**src/rtl/alu_nibble_seq.sv**
```systemverilog
// Runs 4*NIBBLES-bit add/sub/AND/OR on one external 4-bit ALU, LS nibble first; done NIBBLES+1 cycles after start.
// No backpressure: start is taken only in IDLE and dropped (not queued) while busy.
module alu_nibble_seq #(
  parameter int NIBBLES = 4
) (
  input  logic                   clk,
  input  logic                   rst,
  input  logic                   start,
  input  logic [4*NIBBLES-1:0]   a,
  input  logic [4*NIBBLES-1:0]   b,
  input  logic [1:0]             opcode,
  output logic                   busy,
  output logic                   done,
  output logic [4*NIBBLES-1:0]   result,
  output logic                   cout,
  output logic [3:0]             alu_a,
  output logic [3:0]             alu_b,
  output logic [1:0]             alu_op,
  output logic                   alu_cin,
  input  logic [3:0]             alu_result,
  input  logic                   alu_cout
);

  localparam int W  = 4 * NIBBLES;
  localparam int IW = (NIBBLES > 1) ? $clog2(NIBBLES) : 1;

  typedef enum logic {IDLE, RUN} state_t;

  state_t          state, state_d;
  logic [W-1:0]    a_q, b_q;
  logic [1:0]      op_q;
  logic [IW-1:0]   idx;
  logic            carry_q;
  logic            last;
  logic            arith;
  logic [W-1:0]    a_sh, b_sh;

  assign last  = (idx == IW'(NIBBLES - 1));
  // Only add/sub use the carry chain; bitwise ops force carry to 0.
  assign arith = ~op_q[1];
  assign a_sh  = a_q >> {idx, 2'b00};
  assign b_sh  = b_q >> {idx, 2'b00};

  always_ff @(posedge clk or posedge rst) begin
    if (rst) state <= IDLE;
    else     state <= state_d;
  end

  always_comb begin
    state_d = state;
    alu_a   = 4'h0;
    alu_b   = 4'h0;
    alu_op  = 2'b00;
    alu_cin = 1'b0;
    case (state)
      IDLE: if (start) state_d = RUN;
      RUN: begin
        alu_a   = a_sh[3:0];
        alu_b   = b_sh[3:0];
        alu_op  = op_q;
        alu_cin = arith & carry_q;
        if (last) state_d = IDLE;
      end
      default: state_d = IDLE;
    endcase
  end

  always_ff @(posedge clk or posedge rst) begin
    if (rst) begin
      a_q     <= '0;
      b_q     <= '0;
      op_q    <= 2'b00;
      idx     <= '0;
      carry_q <= 1'b0;
      result  <= '0;
      cout    <= 1'b0;
      busy    <= 1'b0;
      done    <= 1'b0;
    end else if (state == IDLE) begin
      done <= 1'b0;
      if (start) begin
        a_q     <= a;
        b_q     <= b;
        op_q    <= opcode;
        idx     <= '0;
        result  <= '0;
        busy    <= 1'b1;
        // Subtract is a + ~b + 1: the +1 enters as the first carry-in.
        carry_q <= (opcode == 2'b01);
      end
    end else begin
      for (int k = 0; k < NIBBLES; k++) begin
        if (idx == IW'(k)) result[4*k +: 4] <= alu_result;
      end
      carry_q <= arith & alu_cout;
      idx     <= idx + IW'(1);
      if (last) begin
        cout <= arith & alu_cout;
        busy <= 1'b0;
        done <= 1'b1;
        idx  <= '0;
      end
    end
  end

endmodule

```
**config.mk**
```make
export PLATFORM = sky130hd
export DESIGN_NAME = alu_nibble_seq
export DESIGN_NICKNAME = d
export VERILOG_FILES = /design/src/rtl/alu_nibble_seq.sv
export SDC_FILE = /design/constraint.sdc
export NUM_CORES = 1
export LEC_CHECK = 0
export CAP_MARGIN = 30
export CORE_ASPECT_RATIO = 1.5
export CORE_MARGIN = 3
export CORE_UTILIZATION = 48
export CTS_CLUSTER_DIAMETER = 100
export CTS_CLUSTER_SIZE = 12
export DETAILED_ROUTE_END_ITERATION = 8
export PLACE_DENSITY_LB_ADDON = 0.05
export SETUP_SLACK_MARGIN = 0.1
export SYNTH_ARGS = -nofsm -noshare
export SYNTH_HDL_FRONTEND = slang
export SYNTH_SLANG_ARGS = --single-unit
```
**constraint.sdc**
```tcl
create_clock -name clk -period 2.3 [get_ports clk]
set_input_delay 0.46 -clock clk [delete_from_list [all_inputs] [get_ports clk]]
set_output_delay 0.46 -clock clk [all_outputs]
set_load 0.02 [all_outputs]
```
==> impl_metrics.toml <==
[clock_network]
clk_latency_ns = 0.33
hold_buffers = 0
cts_tree = "built"
clk_pin_slew_ns = 0.06
cts_made_buffers = 9
clkSinkCount = 57
root_buffer = "clkbuf_8"
htreeDepth = 3
cts_setup_buffers = 0
cts_buffer_depth = 2

[worst_setup_path]
reg2reg_slack_ns = 0.75
crit_type = "reg2out"
crit_fanout = 8
critPathLaunchType = "register"
r2r_start = "state"
worstSetupStartpoint = "idx[1]"
required_ns = 1.84
crit_arrival_ns = 1.62
r2r_cells = 4
end_kind = "output pin"

[grt]
grt_pass1_vias = 1920
busiest_layer = "met2"
grt_use_total = 0.188
grt.overflow.total = 0
grt_pass1_wl_um = 9230
use_met2 = 0.310
grt.met3_usage = 0.0521
grt_start_max_net_pins = 58
met1_usage = 0.231
antenna_found_initial = 0

[power_and_ir_drop]
max-vdd-ir-drop_mv = 0.712
p_sw_w = 0.00182
clockPowerShare = 0.182
internal_power_w = 0.00343
p_comb_frac = 0.484
leakage_nw = 1.70
sw_frac_of_total = 0.347
p_per_area_mw_per_mm2 = 1440
power_frac_seq = 0.334

[place]
place.gp.congestion = 0.765
hpwl_um = 4060
numPortBuffers = 71
dp.cells = 313
pre_cts_ws_ns = 0.151

[finish]
nFillCells = 407
finalNonFillerCells = 329
area_growth_pct = 36.6
layout-drive-gt1-share = 0.234
final_util = 0.692
multiInputGateArea_mm2 = 0.00111
seq_area_mm2 = 0.00143
final_net_count = 303
antennaDiodeCount = 0

[yosys]
syn_inst = 177
yosys_warnings = 0
ys_seq_area_frac = 0.533
syn-num-nets = 224
netlist_area_mm2 = 0.00268
synth.distinct_cells = 25
synth_seq_cells = 57
syn_area_per_cell_um2 = 15.1

[timing]
slew_headroom = 0.761
fin_setup_tns_ns = 0
fin_crit_sh = 0.906
rsz0062_at_grt = "false"
finClkSkew_ns = 0.00690
fmax_mhz = 480
whs_ns = 0.486
fin_ws_ns = 0.215
maxSlewViolCount = 0
worstMarginPinSlew_ns = 0.348
hold_viol = 0
fin_crit_ns = 2.08
setup_viol = 0

[floorplan]
rows = 32
io_pins = 72
die_height_um = 97.5
die-area_mm2 = 0.00653
die_w_um = 67.0
start_util = 0.507
core_area_mm2 = 0.00529

[status]
outcome = "complete, no violations"

[flow_run]
drv_cap = 0

[detailed_routing]
antenna_left = 0
drc = 0
vias = 1794
drt_first_iter_violations = 105
wl_um = 5620
drt-wirelength-per-cell_um = 17.1
firstDrtPassIters = 4
via_per_inst = 5.45

[hold_path]
worstHoldStart = "done"
min_path_cells = 1
holdCritPathClass = "reg2reg"
metal layers:
metal  wire [µm]  part of all wire
met5           0                 0
met4          76             0.014
met3         323             0.058
met2        2950              0.53
met1        2270              0.40
final timing paths:
kind                            end
max                        alu_b[0]
min                            done
max reg2reg                 a_q[10]
min reg2reg                    done
max in group asynchronous    b_q[1]
min in group asynchronous   op_q[1]
final cells by class:
cell class / count / share of cell area
clock buffers: 14 / 0.0472
inverters: 5 / 0.00513
well taps: 68 / 0.0233
multi-input cells: 104 / 0.303
repair buffers: 79 / 0.222
flip-flops and latches: 57 / 0.390
clock inverters: 2 / 0.00958
cell usage in the layout (no fill, tap or decap), drive strengths merged:
master / n
o21ai: 1
mux2i: 21
dlygate4sd2: 6
nor2b: 3
clkdlybuf4s50: 60
nor2: 2
clkinv: 1
o22ai: 9
and2: 2
ha: 5
inv: 5
o31ai: 1
dfrtp: 57
nand2: 5
and3b: 1
buf: 8
o21a: 1
clkdlybuf4s15: 2
a32o: 16
mux2: 36
dlymetal6s2s: 3
a21o: 1
clkbuf: 14
bufinv: 1
kinds of logic (layout without fill, tap and decap cells):
kind of cell	Yosys count	in the layout	synth area share
adder cells (fa/ha/maj)	5	5	0.0234
buffers and inverters	16	100	0.0547
AO/OA/AOI/OAI	29	29	0.0911
flip-flops	57	57	0.533
AND/OR/NAND/NOR	13	13	0.0276
multiplexers	57	57	0.271
worst max-delay path: stages, from the launching register on:
cell and delay (ns):
dfrtp_1 0.43, inv_1 0.15, nand2_2 0.17, o22ai_1 0.20, dlygate4sd2_1 0.36
state kept, by name, indices dropped and copies added, names as in the netlist:
register  flops
a_q          16
carry_q       1
idx           2
b_q          16
done          1
op_q          2
cout          1
state         1
result       16
busy          1
cell usage after synthesis:
| cell | n | share of area |
|---|---|---|
| and3b_1 | 1 | 0.0033 |
| a21o_1 | 1 | 0.0028 |
| o22ai_1 | 9 | 0.021 |
| o21a_1 | 1 | 0.0028 |
| buf_4 | 2 | 0.0056 |
| buf_12 | 3 | 0.022 |
| nor2b_4 | 1 | 0.0051 |
| inv_1 | 5 | 0.0070 |
| buf_8 | 1 | 0.0056 |
| nand2_1 | 5 | 0.0070 |
| o21ai_0 | 1 | 0.0019 |
| mux2i_1 | 21 | 0.079 |
| buf_6 | 1 | 0.0042 |
| nor2_1 | 2 | 0.0028 |
| dfrtp_1 | 57 | 0.53 |
| a32o_1 | 16 | 0.060 |
| nor2b_1 | 2 | 0.0047 |
| and2_1 | 2 | 0.0047 |
| clkbuf_8 | 1 | 0.0051 |
| clkbuf_1 | 2 | 0.0028 |
| mux2_4 | 29 | 0.16 |
| o31ai_1 | 1 | 0.0028 |
| ha_1 | 5 | 0.023 |
| buf_2 | 1 | 0.0019 |
| mux2_2 | 7 | 0.029 |
through the flow:
| stage | total power, W | area [µm²] |
|---|---|---|
| after floorplan | 0.00351 | 2680 |
| after global placement | 0.00428 | 3440 |
| after detailed placement | 0.00439 | 3440 |
| after CTS | 0.00530 | 3650 |
| after global routing | 0.00557 | 3660 |
| final | 0.00525 | 3660 |
power by group through the flow:
stage               clock network (W)  registers, W  logic (W)
CTS                          0.000977       0.00176    0.00256
detailed placement                  0       0.00176    0.00263
global placement                    0       0.00173    0.00256
finish                       0.000955       0.00176    0.00254
floorplan                           0       0.00184    0.00167
global route                  0.00103       0.00181    0.00273
what timing repair did:
action,in CTS,in global routing
cloned,0,0
setup endpoints to repair,8,5
resized for setup,10,5
pin swaps,0,0
Note: power is estimated with default switching activity, not from simulation.
==> RTL edit 1: new RTL, config.mk and constraints unchanged <==
Put a register stage on the output `alu_b`, without a reset. The value now appears one clock later. The other outputs are not delayed to match.
--- a/src/rtl/alu_nibble_seq.sv
+++ b/src/rtl/alu_nibble_seq.sv
@@ -27,4 +27,6 @@
   typedef enum logic {IDLE, RUN} state_t;
 
+  logic [3:0] alu_b_d;
+
   state_t          state, state_d;
   logic [W-1:0]    a_q, b_q;
@@ -50,5 +52,5 @@
     state_d = state;
     alu_a   = 4'h0;
-    alu_b   = 4'h0;
+    alu_b_d = 4'h0;
     alu_op  = 2'b00;
     alu_cin = 1'b0;
@@ -57,5 +59,5 @@
       RUN: begin
         alu_a   = a_sh[3:0];
-        alu_b   = b_sh[3:0];
+        alu_b_d = b_sh[3:0];
         alu_op  = op_q;
         alu_cin = arith & carry_q;
@@ -104,4 +106,8 @@
   end
 
+  always_ff @(posedge clk) begin
+    alu_b <= alu_b_d;
+  end
+
 endmodule
 
Formal check against the unedited RTL: not equivalent (Yosys sat finds a counterexample within 4 cycles, from zero or initial values and one cycle with rst high).
==> RTL edit 1 against the original RTL <==
Total power rose by 2.0%. Sequential cell count grew 4. Highest routed layer unchanged. Area after synthesis increased by 3.0%. Largest power group unchanged. Critical endpoint is now alu_a[2]. Final area grew 2.3%. Wire length shrank 3.6%. Setup slack gained 0.023 ns. Sequential share of layout area up 1.3 points. Critical path depth unchanged.
==> RTL edit 1: results (changes against the original RTL) <==
| Metric | Value |
|---|---|
| Largest fanout on the critical path | 8 (unchanged) |
| Net count after synthesis | 228 (was 224) |
| PortBufs | 71 (unchanged) |
| Clk buf depth | 2 (unchanged) |
| CTS-repair resized insts | 9 (was 10) |
| Vias in the first global route | 1878 (was 1920) |
| Max Used Layer | met4 (unchanged) |
| Met1 wire length | 2170 um (was 2270 um) |
| Initial DRT Pass Iterations | 4 (unchanged) |
| Sequential fraction of the synthesis area | 54.6% (was 53.3%) |
| Dpl hpwl | 3910 um (was 4060 um) |
| Synthesized instance count | 181 (was 177) |
| Clk root buf | clkbuf_8 (unchanged) |
| Metal3 WL | 216 um (was 323 um) |
| LEAKAGE | 1.70 nW (about the same) |
| Reg2Reg Setup Slack | 0.68 ns (was 0.75 ns) |
| Met1 Resource Use GR | 21.4% (was 23.1%) |
| Clock-net power | 0.00106 W (was 0.000955 W) |
| Int Pwr | 0.00355 W (was 0.00343 W) |
| Slew @ Worst Pin | 0.601 ns (was 0.348 ns) |
| Worst vdd ir | 0.725 mV (was 0.712 mV) |
| Pin count of the biggest net entering global routing | 36 (was 58) |
| WL/cell | 16.2 um (was 17.1 um) |
| Seq pwr | 0.00190 W (was 0.00176 W) |
| Share of synthesized flip-flops with an asynchronous set or reset | 93.4% (was 100%) |
| Fin nets | 307 (was 303) |
| Total CTS buffers | 9 (unchanged) |
| Worst path max stage delay | 0.42 ns |
| Fillers | 429 (was 407) |
| Top_reg_cell synth | dfrtp_1 (unchanged) |
| H-tree depth | 3 (unchanged) |
| Vias per inst | 5.22 (was 5.45) |
| Gpl congestion | 0.710 (was 0.765) |
| Metal2 WL | 2940 um (was 2950 um) |
| Share of cells above drive strength 1 | 24.5% (was 23.4%) |
| Max Clock Skew | 0.0106 ns (was 0.00690 ns) |
| Arrival @ worst endpoint | 1.60 ns (was 1.62 ns) |
| Initial antenna violation count | 0 (unchanged) |
| Global routing met2 resource utilization | 31.1% (was 31.0%) |
| Distinct cells, synth | 26 (was 25) |
| Largest cells by area after synthesis | dfrtp_1 52%, mux2_4 16%, mux2i_1 7.6% (was dfrtp_1 53%, mux2_4 16%, mux2i_1 7.9%) |
| Placed insts | 319 (was 313) |
| First-pass GRT wire length | 8990 um (was 9230 um) |
| Iteration-0 DRC Markers | 57 (was 105) |
| Sw frac | 33.8% (was 34.7%) |
| Status | completed (unchanged) |
| GRT Util Overall | 18.3% (was 18.8%) |
| Fin cells | 335 (was 329) |
| M3 GR Usage | 4.56% (was 5.21%) |
-- RTL edit 1: layout make-up --
class | instances | area [um2] | share of cell area, %
clock buffers | 10 | 138 | 3.68
clock inverters | 6 | 86.3 | 2.31
inverters | 5 | 18.8 | 0.502
multi-input cells | 104 | 1110 | 29.6
flip-flops and latches | 61 | 1510 | 40.3
well taps | 70 | 87.6 | 2.34
repair buffers | 79 | 796 | 21.3
-- RTL edit 1: worst paths after layout --
check / endpoint / cells past startpoint / startpoint
setup / recovery: alu_a[2] / 4 / idx[1]
setup reg to reg: result[0] / 5 / idx[0]
max in group asynchronous: b_q[3] / 3 / rst
min in group asynchronous: a_q[14] / 2 / rst
hold / removal: done / 1 / done
hold reg to reg: done / 1 / done
-- RTL edit 1: kinds of logic (layout without fill, tap and decap cells) --
group           count (synthesis)  count (layout)  share of synthesized area [%]
fa+ha+maj                       5               5                           2.27
flops                          61              61                           54.6
compound gates                 29              29                           8.85
mux                            57              57                           26.3
buf+inv                        16             100                           5.31
simple gates                   13              13                           2.68
-- RTL edit 1: per-stage QoR --
| stage | area [um2] | hold slack (ns) | setup slack [ns] |
|---|---|---|---|
| final | 3740 | 0.478 | 0.238 |
| after global routing | 3740 | 0.507 | 0.105 |
| after CTS | 3740 | 0.486 | 0.112 |
| after detailed placement | 3510 | 0.472 | 0.196 |
| after global placement | 3510 | 0.460 | 0.219 |
| after floorplan | 2760 | 0.473 | 0.440 |
-- RTL edit 1: critical path: cells and delay by family (launching register included) --
kind / cells / cell delay [ns]
buffers and inverters: 2 / 0.50
flip-flops: 1 / 0.42
AND/OR/NAND/NOR: 1 / 0.15
AO/OA/AOI/OAI: 1 / 0.20
==> RTL edit 2: new RTL, same flow settings <==
Without the edit above. The parameter `NIBBLES` goes from 4 to 2. Comments in the files are not updated.
--- a/src/rtl/alu_nibble_seq.sv
+++ b/src/rtl/alu_nibble_seq.sv
@@ -2,5 +2,5 @@
 // No backpressure: start is taken only in IDLE and dropped (not queued) while busy.
 module alu_nibble_seq #(
-  parameter int NIBBLES = 4
+  parameter int NIBBLES = 2
 ) (
   input  logic                   clk,
Interface: changed (resized a, b and result); port bits go from 72 to 48. The function was not compared with the original's and may differ.
==> RTL edit 2 against the original RTL <==
Maximum frequency down 0.10%. Global-route usage about the same. Final cell count fell by 39%. Sequential cell count decreased by 25. First-iteration DRC count is 70% lower. Hold slack got worse by 0.0089 ns. Highest routed layer unchanged. Final area decreased by 42%. Critical endpoint is now alu_op[1]. Total power fell by 41%. Area after synthesis down 44%. Synthesized cell count is 38% lower. Wire length is 43% lower. Non-clock buffer count down 29. Setup slack worse by 0.0021 ns.
==> RTL edit 2: results (changes against the original RTL) <==
| Metric | Value |
|---|---|
| Status | completed (unchanged) |
| Sequential fraction of the synthesis area | 53.1% (was 53.3%) |
| Largest fanout on the critical path | 28 (was 8) |
| Vias in the first global route | 1105 (was 1920) |
| Share of synthesized flip-flops with an asynchronous set or reset | 100% (unchanged) |
| Vias per inst | 5.15 (was 5.45) |
| Worst skew pair latency | 0.29 ns (was 0.33 ns) |
| Dpl hpwl | 2240 um (was 4060 um) |
| Fin nets | 186 (was 303) |
| Area post-placement | 2020 um2 (was 3440 um2) |
| Distinct cells, synth | 25 (unchanged) |
| Clk buf depth | 2 (unchanged) |
| Iteration-0 DRC Markers | 32 (was 105) |
| Share of cells above drive strength 1 | 26.1% (was 23.4%) |
| Arrival @ worst endpoint | 1.63 ns |
| Clk root buf | clkbuf_8 (unchanged) |
| PortBufs | 47 (was 71) |
| Fillers | 203 (was 407) |
| Pin count of the biggest net entering global routing | 33 (was 58) |
| Initial antenna violation count | 0 (unchanged) |
| Total Routed Length | 3190 um (was 5620 um) |
| Total CTS buffers | 5 (was 9) |
| Syn. warnings | 0 (unchanged) |
| Initial DRT Pass Iterations | 4 (unchanged) |
| Post-synthesis compound-gate area fraction | 7.46% (was 9.11%) |
| Worst vdd ir | 0.873 mV (was 0.712 mV) |
| Post-CTS Setup Bufs | 0 (unchanged) |
| Diode count | 0 (unchanged) |
| Relative slew slack | 73.1% (was 76.1%) |
| Post-synthesis mux area share | 27.7% (was 27.1%) |
| Hold-fix buffers at CTS | 0 (unchanged) |
| Max Clock Skew | 0.00649 ns (was 0.00690 ns) |
| Net count after synthesis | 135 (was 224) |
| Adder-Cell Fraction of Synth Area | 0% (was 2.34%) |
| Commonest cells post-synth | 32 x dfrtp_1, 18 x mux2_2, 9 x mux2_4 (was 57 x dfrtp_1, 29 x mux2_4, 21 x mux2i_1) |
| Top_reg_cell synth | dfrtp_1 (unchanged) |
| LEAKAGE | 0.985 nW (was 1.70 nW) |
| Clock slew at reported path FFs | 0.07 ns |
| Post-Synth XOR/XNOR Area | 0% (unchanged) |
| H-tree depth | 2 (was 3) |
| First-pass GRT wire length | 5130 um (was 9230 um) |
| Gpl congestion | 0.675 (was 0.765) |
| Largest cells by area after synthesis | dfrtp_1 53%, mux2_2 13%, mux2_4 9.0% (was dfrtp_1 53%, mux2_4 16%, mux2i_1 7.9%) |
| Hold WC Path Type | register to register (unchanged) |
| GRT Util Overall | 18.8% (about the same) |
| Largest regs | a_q x8, b_q x8, result x8 (was a_q x16, b_q x16, result x16) |
| Largest family of logic cells by synthesized area | multiplexers (unchanged) |
## RTL edit 2: cell count changes after synthesis, sizes merged, moves of 2 or more
cell / delta
a32o: -16
dfrtp: -25
buf: -4
ha: -5
mux2: -9
o22ai: -9
mux2i: -13
nand2: -2
inv: -2
a22o: +8
nor2b: +5
nor2: +2
## RTL edit 2: cell type report
cell class / count / share of cell area (%)
multi-input combinational: 68 / 30.6
clock inverter: 3 / 2.00
clock buffer: 5 / 3.23
inverter: 3 / 0.529
sequential: 32 / 37.6
timing repair buffer: 50 / 23.7
tap: 39 / 2.29
## RTL edit 2: per-stage QoR
step	power, W	utilization, %	hold slack (ns)	instances	setup WS (ns)
after floorplan	0.00203	-	0.473	109	0.748
after global placement	0.00256	67.9	0.460	192	0.330
after detailed placement	0.00262	67.9	0.469	192	0.324
after CTS	0.00313	71.5	0.482	200	0.130
after global routing	0.00327	71.6	0.489	200	0.115
final	0.00307	71.6	0.477	200	0.213
## RTL edit 2: routing by layer
metal	part of all wire, %	global-route usage (%)
met3	4.7	6.53
met5	0	0
met1	37	19.5
met4	0.88	9.62
met2	58	33.1
## RTL edit 2: cells by family after synthesis
group	count (synthesis)
muxes	35
DFF	32
AOI/OAI and AO/OA	14
and+or+nand+nor	19
buffers and inverters	9
## RTL edit 2: timing repair
item,CTS,global route
pin swaps,0,0
gates cloned,0,0
endpoints found under the setup margin,8,2
resized for setup,8,2
## RTL edit 2: power breakdown
part / internal [W] / switching, W
logic: 0.000831 / 0.000693
clock network: 0.000320 / 0.000211
registers: 0.000837 / 0.000182
## RTL edit 2: path summary, 6_finish.rpt
| check | end | depth (start not counted) | startpoint | slack (ns) |
|---|---|---|---|---|
| min reg2reg | cout | 2 | cout | 0.48 |
| min in group asynchronous | a_q[7] | 3 | rst | 0.58 |
| max reg2reg | a_q[4] | 3 | state | 0.87 |
| min | cout | 2 | cout | 0.48 |
| max | alu_op[1] | 3 | state | 0.21 |
| max in group asynchronous | op_q[0] | 3 | rst | 1.42 |
## RTL edit 2: worst max-delay path, cell delays in order, from the launching register on
cell             delay, ns
dfrtp_1               0.34
buf_6                 0.24
and2_1                0.16
clkdlybuf4s50_1       0.60
